$ cat src/rtl/vga_pkg.sv
// Shared VGA definitions: default 640x480@60 timing, RGB332 field layout and sync polarity helpers.
package vga_pkg;

  localparam int H_ACTIVE_DEF = 640;
  localparam int H_FP_DEF     = 16;
  localparam int H_SYNC_DEF   = 96;
  localparam int H_BP_DEF     = 48;
  localparam int H_TOTAL_DEF  = H_ACTIVE_DEF + H_FP_DEF + H_SYNC_DEF + H_BP_DEF;

  localparam int V_ACTIVE_DEF = 480;
  localparam int V_FP_DEF     = 10;
  localparam int V_SYNC_DEF   = 2;
  localparam int V_BP_DEF     = 33;
  localparam int V_TOTAL_DEF  = V_ACTIVE_DEF + V_FP_DEF + V_SYNC_DEF + V_BP_DEF;

  localparam int R_MSB = 7;
  localparam int R_LSB = 5;
  localparam int G_MSB = 4;
  localparam int G_LSB = 2;
  localparam int B_MSB = 1;
  localparam int B_LSB = 0;

  localparam bit SYNC_ACTIVE_LOW  = 1'b0;
  localparam bit SYNC_ACTIVE_HIGH = 1'b1;

  typedef struct packed {
    logic [R_MSB-R_LSB:0] r;
    logic [G_MSB-G_LSB:0] g;
    logic [B_MSB-B_LSB:0] b;
  } rgb332_t;

  function automatic rgb332_t split_rgb332(input logic [7:0] px);
    rgb332_t c;
    c.r = px[R_MSB:R_LSB];
    c.g = px[G_MSB:G_LSB];
    c.b = px[B_MSB:B_LSB];
    return c;
  endfunction

  function automatic logic sync_level(input logic asserted, input bit pol);
    return asserted ? pol : ~pol;
  endfunction

endpackage

$ cat src/rtl/vga_timing_gen.sv
// Horizontal/vertical raster counters with enable hold, decoded into visible, sync and frame-origin flags.
module vga_timing_gen
  import vga_pkg::*;
#(
  parameter int H_ACTIVE = H_ACTIVE_DEF,
  parameter int H_FP     = H_FP_DEF,
  parameter int H_SYNC   = H_SYNC_DEF,
  parameter int H_BP     = H_BP_DEF,
  parameter int V_ACTIVE = V_ACTIVE_DEF,
  parameter int V_FP     = V_FP_DEF,
  parameter int V_SYNC   = V_SYNC_DEF,
  parameter int V_BP     = V_BP_DEF
) (
  input  logic clk,
  input  logic rst,
  input  logic en,
  output logic vis,
  output logic hs,
  output logic vs,
  output logic first
);

  localparam int H_TOTAL = H_ACTIVE + H_FP + H_SYNC + H_BP;
  localparam int V_TOTAL = V_ACTIVE + V_FP + V_SYNC + V_BP;
  localparam int HW      = $clog2(H_TOTAL);
  localparam int VW      = $clog2(V_TOTAL);

  logic [HW-1:0] hcount;
  logic [VW-1:0] vcount;

  always_ff @(posedge clk or negedge rst) begin
    if (!rst) begin
      hcount <= '0;
      vcount <= '0;
    end else if (en) begin
      if (hcount == HW'(H_TOTAL - 1)) begin
        hcount <= '0;
        vcount <= (vcount == VW'(V_TOTAL - 1)) ? '0 : vcount + VW'(1);
      end else begin
        hcount <= hcount + HW'(1);
      end
    end
  end

  assign vis   = (hcount < HW'(H_ACTIVE)) && (vcount < VW'(V_ACTIVE));
  assign hs    = (hcount >= HW'(H_ACTIVE + H_FP)) && (hcount < HW'(H_ACTIVE + H_FP + H_SYNC));
  assign vs    = (vcount >= VW'(V_ACTIVE + V_FP)) && (vcount < VW'(V_ACTIVE + V_FP + V_SYNC));
  assign first = (hcount == '0) && (vcount == '0);

endmodule

$ cat src/rtl/vga_pixel_out.sv
// VGA output stage: requests one RGB332 byte per visible pixel, pipelines it to registered pins, flags underruns.
module vga_pixel_out
  import vga_pkg::*;
#(
  parameter int H_ACTIVE = H_ACTIVE_DEF,
  parameter int H_FP     = H_FP_DEF,
  parameter int H_SYNC   = H_SYNC_DEF,
  parameter int H_BP     = H_BP_DEF,
  parameter int V_ACTIVE = V_ACTIVE_DEF,
  parameter int V_FP     = V_FP_DEF,
  parameter int V_SYNC   = V_SYNC_DEF,
  parameter int V_BP     = V_BP_DEF,
  parameter bit SYNC_POL = SYNC_ACTIVE_LOW
) (
  input  logic       clk25MHz,
  input  logic       rst,
  input  logic       en,
  input  logic [7:0] video,
  input  logic       full,
  input  logic       clr_underrun,
  output logic       need_pixel,
  output logic       hsync,
  output logic       vsync,
  output logic [2:0] red,
  output logic [2:0] green,
  output logic [1:0] blue,
  output logic       active,
  output logic       frame_start,
  output logic       underrun
);

  logic vld_p0, hs_p0, vs_p0, first_p0;

  vga_timing_gen #(
    .H_ACTIVE(H_ACTIVE), .H_FP(H_FP), .H_SYNC(H_SYNC), .H_BP(H_BP),
    .V_ACTIVE(V_ACTIVE), .V_FP(V_FP), .V_SYNC(V_SYNC), .V_BP(V_BP)
  ) u_timing (
    .clk  (clk25MHz),
    .rst  (rst),
    .en   (en),
    .vis  (vld_p0),
    .hs   (hs_p0),
    .vs   (vs_p0),
    .first(first_p0)
  );

  // Stage 0: request goes out combinationally with the counter position
  assign need_pixel = vld_p0 && en && rst;

  // Stage 1: flags aligned with the byte the buffer returns this cycle
  logic vld_p1, hs_p1, vs_p1, first_p1, ok_p1, req_p1;
  logic       hold_vld;
  logic [7:0] vid_hold;
  logic [7:0] pix_p1;
  rgb332_t    col_p1;

  always_ff @(posedge clk25MHz or negedge rst) begin
    if (!rst) begin
      vld_p1   <= 1'b0;
      hs_p1    <= 1'b0;
      vs_p1    <= 1'b0;
      first_p1 <= 1'b0;
      ok_p1    <= 1'b0;
    end else if (en) begin
      vld_p1   <= vld_p0;
      hs_p1    <= hs_p0;
      vs_p1    <= vs_p0;
      first_p1 <= first_p0;
      ok_p1    <= full;
    end
  end

  // A byte arriving while frozen would be gone on resume, so park it until en returns.
  always_ff @(posedge clk25MHz or negedge rst) begin
    if (!rst) begin
      req_p1   <= 1'b0;
      hold_vld <= 1'b0;
      vid_hold <= '0;
    end else begin
      req_p1 <= need_pixel;
      if (en) begin
        hold_vld <= 1'b0;
      end else if (req_p1) begin
        hold_vld <= 1'b1;
        vid_hold <= video;
      end
    end
  end

  assign pix_p1 = hold_vld ? vid_hold : video;
  assign col_p1 = split_rgb332(pix_p1);

  // Stage 2: registered pins
  always_ff @(posedge clk25MHz or negedge rst) begin
    if (!rst) begin
      active      <= 1'b0;
      red         <= '0;
      green       <= '0;
      blue        <= '0;
      hsync       <= ~SYNC_POL;
      vsync       <= ~SYNC_POL;
      frame_start <= 1'b0;
    end else if (en) begin
      active <= vld_p1;
      if (vld_p1 && ok_p1) begin
        red   <= col_p1.r;
        green <= col_p1.g;
        blue  <= col_p1.b;
      end else begin
        red   <= '0;
        green <= '0;
        blue  <= '0;
      end
      hsync       <= sync_level(hs_p1, SYNC_POL);
      vsync       <= sync_level(vs_p1, SYNC_POL);
      frame_start <= first_p1 && vld_p1;
    end
  end

  // Sticky underrun; a new underrun beats a simultaneous clear
  always_ff @(posedge clk25MHz or negedge rst) begin
    if (!rst) begin
      underrun <= 1'b0;
    end else if (need_pixel && !full) begin
      underrun <= 1'b1;
    end else if (clr_underrun) begin
      underrun <= 1'b0;
    end
  end

endmodule
$ cat config.mk
export PLATFORM = sky130hd
export DESIGN_NAME = vga_pixel_out
export DESIGN_NICKNAME = d
export VERILOG_FILES = /design/src/rtl/vga_pkg.sv /design/src/rtl/vga_timing_gen.sv /design/src/rtl/vga_pixel_out.sv
export SDC_FILE = /design/constraint.sdc
export NUM_CORES = 1
export LEC_CHECK = 0
export CORE_ASPECT_RATIO = 1.5
export CORE_UTILIZATION = 40
export DETAILED_ROUTE_END_ITERATION = 10
export PLACE_DENSITY_LB_ADDON = 0.08
export SETUP_SLACK_MARGIN = 0.3
export SLEW_MARGIN = 25
export SYNTH_ARGS = -nofsm -noshare
export SYNTH_HDL_FRONTEND = slang
export SYNTH_HIERARCHICAL = 1
export SYNTH_SLANG_ARGS = --single-unit
$ cat constraint.sdc
create_clock -name clk25MHz -period 1.7 [get_ports clk25MHz]
set_clock_uncertainty 0.1 [all_clocks]
set_input_delay 0.255 -clock clk25MHz [delete_from_list [all_inputs] [get_ports clk25MHz]]
set_output_delay 0.255 -clock clk25MHz [all_outputs]
set_load 0.05 [all_outputs]
==> impl_metrics.py, run 1 <==
metrics = {
    "cts": {
        "clock_latency_ns": 0.30,
        "cts_tree": "yes",
        "cts_sinks": 48,
        "cts.clk_slew.worst_paths_ns": 0.09,
        "cts_hold_buf": 0,
        "cts_root_buffer": "clkbuf_8",
        "cts_made_buffers": 5,
        "htree_levels": 2,
        "cts_buffer_depth": 2,
    },
    "cells_and_area": {
        "nNetsFinal": 285,
        "antenna_cells": 0,
        "drive_gt1_frac": 0.457,
        "finish.utilization": 0.606,
        "area_growth_pct": 43.3,
        "nFillCells": 463,
    },
    "power": {
        "power_mw": 2.75,
        "p_leak_nw": 1.54,
        "peakVddDrop_mv": 0.587,
        "powerDensity_nw_per_um2": 820,
    },
    "logic_synthesis": {
        "synth.area.top_cells": "dfrtp_1, mux2_4, mux2i_1, inv_1, mux2_2",
        "ys_warn_count": 6,
        "synth_edf_count": 0,
        "avgSynthCellArea_um2": 11.5,
        "syn_area_um2": 2340,
        "ys.flop_type": "dfrtp_1",
        "synth_cells": 203,
        "synth_top_cell_by_area": "dfrtp_1",
        "yosysMostFrequentCell": "dfrtp_1",
        "async_reset_ff_frac": 1.00,
        "synth-seq-cells": 48,
        "synth.top_cell.area_share": 0.492,
        "synth_seq_area_share": 0.515,
        "syn-num-nets": 220,
        "synthTopCellsByCount": "dfrtp_1, inv_1, mux2i_1",
        "yosysUniqueCellTypes": 45,
    },
    "worst_setup_path": {
        "r2r-end": "u_timing/vcount[4]",
        "path_common_cell": "and3_4",
        "setup.worst_path.end_class": "output port",
        "crit_fanout": 2,
        "timing.reg2reg.setup_slack_ns": -0.03,
        "slowest_stage": "dfrtp_1",
        "crit_path_start": "u_timing/vcount[6]",
        "worstPathArrival_ns": 1.43,
        "rr_worst_depth": 5,
        "worstPathCellList": "and3_4, nand2_4, and3_4, nand3_4, clkinvlp_4, buf_12",
        "required_ns": 1.34,
        "r2r_start": "u_timing/hcount[7]",
        "cp-start-kind": "flop",
        "critPathMaxStageDelay_ns": 0.39,
        "path_class": "flop to output port",
    },
    "placement": {
        "portBuffers": 26,
        "dp_hpwl_um": 3610,
        "gp_congestion": 0.828,
        "place_ws_ns": -0.116,
    },
    "detailed_routing": {
        "drc": 0,
        "avgViaCountPerCell": 5.27,
        "ant_nets": 0,
        "wl_um": 5490,
        "via_count": 1785,
        "drtIter0Drc": 54,
        "first_pass_iters": 4,
        "wire_per_inst_um": 16.2,
    },
    "sta": {
        "clock.fmax_mhz": 561,
        "drv_slew": 0,
        "rsz0062_at_grt": "yes",
        "hold_viol": 0,
        "min_period_over_period": 1.05,
        "max_slew.worst_pin.slew_ns": 0.609,
        "maxSlewHeadroom": 0.594,
        "setup_viol": 6,
        "setup-tns-final_ns": -0.158,
        "fin_crit_ns": 1.78,
        "setup_slack_ns": -0.0822,
    },
    "status": {
        "outcome": "finished, violations left",
        "violations": "negative setup slack",
    },
    "global_route": {
        "grt_overflow": 0,
        "antenna_found_initial": 0,
        "first_global_vias": 1820,
        "grt_max_degree": 49,
        "grt_use_total": 0.186,
        "grt_pass1_wl_um": 8720,
    },
    "die": {
        "die_x_um": 64.4,
        "coreArea_um2": 5530,
        "io_pins": 27,
        "die_area_um2": 6160,
        "die_h_um": 95.6,
        "rows": 33,
        "start_util": 0.423,
    },
    "min_path": {
        "hold_path.class": "primary input to asynchronous set/reset pin",
    },
    "run": {
        "drv_cap": 0,
    },
}
## per-layer routing
metal / routed length (um) / GRT usage / up-vias
met5: 0 / 0 / -
met4: 116 / 0.0611 / 0
met3: 139 / 0.0299 / 10
met2: 3090 / 0.354 / 27
met1: 2150 / 0.208 / 903
li1: - / - / 845
## worst max-delay path by stage
| stage | endpoint | cells after the start |
|---|---|---|
| floorplan | u_timing/vcount[4] | 5 |
| global placement | u_timing/vcount[5] | 6 |
| global route | need_pixel | 6 |
| detailed placement | u_timing/vcount[4] | 5 |
| CTS | need_pixel | 6 |
| finish | need_pixel | 6 |
## cell families (layout without fill, tap and decap cells)
group	count (synthesis)	count (layout)	synth area share
AND/OR/NAND/NOR	63	63	0.172
flip-flops	48	48	0.515
buffers and inverters	27	93	0.0567
AO/OA/AOI/OAI	26	26	0.0701
multiplexers	25	25	0.127
XOR/XNOR	10	10	0.0375
adder cells (fa/ha/maj)	4	4	0.0214
## metrics by stage
| step | cells | area, um2 | hold slack, ns |
|---|---|---|---|
| after floorplan | 203 | 2390 | -0.141 |
| after global placement | 309 | 2800 | 0.310 |
| after detailed placement | 309 | 2800 | 0.314 |
| after CTS | 332 | 3200 | 0.0806 |
| after global routing | 339 | 3350 | 0.107 |
| final | 339 | 3350 | 0.0612 |
## repair_timing
item	4_1_cts	5_1_grt
gates resized for setup	38	22
pin swaps	18	16
endpoints found under the setup margin	19	30
buffers inserted	15	7
## power breakdown
group	switching [mW]	total (mW)	internal (mW)
combinational	0.266	0.503	0.236
clock	0.370	0.958	0.588
sequential	0.0846	1.29	1.20
## sequential cells by signal, indices dropped and copies added, names as in the netlist, 2 cells and up
| signal | count |
|---|---|
| u_timing/hcount | 10 |
| u_timing/vcount | 10 |
| vid_hold | 8 |
| green | 3 |
| red | 3 |
| blue | 2 |
## layout by cell type, fill, tap and decap left out, drive strengths merged, types with 2 or more instances in the layout
cell type / count
mux2: 14
xnor2: 6
xor2: 4
dfrtp: 46
nand2b: 3
a21o: 2
nor3: 3
and3: 8
nand4: 7
nor4: 6
nor2: 6
mux2i: 11
dfstp: 2
nand3: 11
buf: 56
and4: 2
clkbuf: 6
o21ai: 8
o22ai: 9
bufinv: 2
nand2: 10
ha: 4
inv: 17
clkdlybuf4s50: 11
## critical path, delay by kind of cell (launching register included)
| family | cells | cell delay [ns] |
|---|---|---|
| buffers and inverters | 2 | 0.23 |
| flip-flops | 1 | 0.39 |
| AND/OR/NAND/NOR | 4 | 0.52 |
## layout make-up
class / instances / area (um2) / area share
repair buffers: 67 / 626 / 0.187
well taps: 70 / 87.6 / 0.0261
clock inverters: 2 / 60.1 / 0.0179
multi-input cells: 128 / 1230 / 0.366
flip-flops and latches: 48 / 1210 / 0.361
clock buffers: 6 / 72.6 / 0.0216
inverters: 18 / 71.3 / 0.0213
No activity file was read; power rests on OpenSTA's default activity.
==> run 2, diff against run 1 <==
Settings changed: ABC_CLOCK_PERIOD_IN_PS set to 1700, CORE_UTILIZATION 40 to 48.
==> run 2 against run 1 <==
Against the previous run: the flow still finishes with violations (negative setup slack); global-route usage grew 4.2 points; utilization up 11 points; routed wire length shrank 1.2%; non-clock buffer count is 3 higher; final area fell by 1.2%; count of clock-buffer cells in the layout stayed put; die area shrank 16%.
==> impl_metrics.py, run 2 (synthesis results as in run 1) <==
metrics = {
    "cells_and_area": {
        "layout_common_cells": "buf_4, dfrtp_1, inv_1",
        "nNetsFinal": 288,
        "final_common_cell": "buf_4",
        "drive_gt1_frac": 0.463,
        "finish.utilization": 0.718,
        "top_regs": "u_timing/hcount: 10 flops, u_timing/vcount: 10 flops, vid_hold: 8 flops",
        "antenna_cells": 0,
        "area_growth_pct": 41.7,
        "seqCellArea_um2": 1210,
        "multiInputGateArea_um2": 1190,
        "final_cell_area_um2": 3310,
        "nFillCells": 338,
    },
    "sta": {
        "rsz0062_at_grt": "yes",
        "maxSlewHeadroom": 0.600,
        "setup_slack_ns": -0.179,
        "drv_slew": 0,
        "max_slew.worst_pin.slew_ns": 0.600,
        "fin_crit_ns": 1.88,
        "hold_viol": 0,
        "setup_viol": 5,
        "clock.fmax_mhz": 532,
        "min_period_over_period": 1.11,
    },
    "global_route": {
        "grt_overflow": 0,
        "antenna_found_initial": 0,
        "grt_use_total": 0.229,
        "grt_max_degree": 49,
        "grt_pass1_wl_um": 8670,
        "first_global_vias": 1872,
    },
    "cts": {
        "clock_latency_ns": 0.30,
        "cts_hold_buf": 0,
        "cts.clk_slew.worst_paths_ns": 0.09,
        "htree_levels": 2,
        "cts_made_buffers": 5,
        "cts_buffer_depth": 2,
        "cts_sinks": 48,
        "cts_root_buffer": "clkbuf_8",
        "cts_tree": "yes",
    },
    "worst_setup_path": {
        "r2r_start": "u_timing/vcount[6]",
        "rr_worst_depth": 11,
        "required_ns": 1.34,
        "cp-start-kind": "flop",
        "timing.reg2reg.setup_slack_ns": -0.12,
        "r2r-end": "underrun",
        "worstPathArrival_ns": 1.52,
        "setup.worst_path.end_class": "output port",
        "crit_fanout": 2,
        "path_class": "flop to output port",
    },
    "detailed_routing": {
        "drc": 0,
        "wire_per_inst_um": 16.2,
        "ant_nets": 0,
        "wl_um": 5430,
        "first_pass_iters": 4,
        "drtIter0Drc": 60,
        "avgViaCountPerCell": 5.42,
        "via_count": 1821,
    },
    "power": {
        "power_mw": 2.67,
        "powerDensity_nw_per_um2": 807,
        "p_leak_nw": 1.54,
        "peakVddDrop_mv": 0.510,
    },
    "status": {
        "outcome": "finished, violations left",
        "violations": "negative setup slack",
    },
    "die": {
        "die_h_um": 87.5,
        "start_util": 0.507,
        "io_pins": 27,
        "coreArea_um2": 4620,
        "die_x_um": 59.0,
        "rows": 30,
        "die_area_um2": 5160,
    },
    "min_path": {
        "hold_path.class": "primary input to asynchronous set/reset pin",
    },
    "run": {
        "drv_cap": 0,
    },
    "placement": {
        "portBuffers": 26,
        "dp_hpwl_um": 3720,
        "gp_congestion": 0.911,
        "place_area_um2": 2830,
    },
}
[run 2: how the worst max path moves through the flow]
| stage | slack, ns | cells past startpoint | start | to |
|---|---|---|---|---|
| after floorplan | 0.15 | 5 | u_timing/hcount[1] | u_timing/vcount[4] |
| after global placement | -0.14 | 6 | en | u_timing/hcount[9] |
| after detailed placement | -0.16 | 6 | en | u_timing/hcount[9] |
| after CTS | -0.18 | 7 | u_timing/vcount[6] | need_pixel |
| after global routing | -0.26 | 7 | u_timing/vcount[6] | need_pixel |
| final | -0.18 | 7 | u_timing/vcount[6] | need_pixel |
[run 2: final cells by class]
class | count | area share
inverter | 18 | 0.0215
clock inverter | 2 | 0.0117
clock buffer | 6 | 0.0249
multi-input combinational | 128 | 0.358
sequential | 48 | 0.365
tap | 64 | 0.0242
timing repair buffer | 70 | 0.194
[run 2: report_power, final]
| part | leakage (nW) | total [mW] | internal (mW) | switching, mW |
|---|---|---|---|---|
| Sequential | 0.633 | 1.28 | 1.21 | 0.0749 |
| Combinational | 0.843 | 0.541 | 0.256 | 0.285 |
| Clock | 0.0614 | 0.851 | 0.481 | 0.370 |
[run 2: metrics by stage]
stage | hold WS (ns) | std cells | setup TNS, ns | worst slack (ns)
after detailed placement | 0.316 | 306 | -1.85 | -0.161
after CTS | 0.0580 | 325 | -0.180 | -0.180
after floorplan | -0.141 | 203 | 0 | 0.152
after global routing | 0.0902 | 336 | -0.989 | -0.259
final | 0.0436 | 336 | -0.369 | -0.179
after global placement | 0.305 | 306 | -1.05 | -0.136
[run 2: layer usage]
metal  track usage  wire length, um
met4        0.0844              110
met3        0.0475              179
met2         0.434             3140
met5             0                0
met1         0.239             2000
[run 2: worst max-delay path, stage by stage, from the launching register on]
cell	delay, ns
dfrtp_1	0.40
buf_6	0.12
and3_4	0.15
nand2_4	0.06
and3_4	0.20
nand3_4	0.08
clkinvlp_4	0.10
buf_12	0.13
[run 2: repair_timing]
action                     4_1_cts  5_1_grt
pin swaps                       15       15
buffers inserted                11       11
setup endpoints to repair       29       21
hold endpoints to repair         0        0
gates resized for setup         28       23
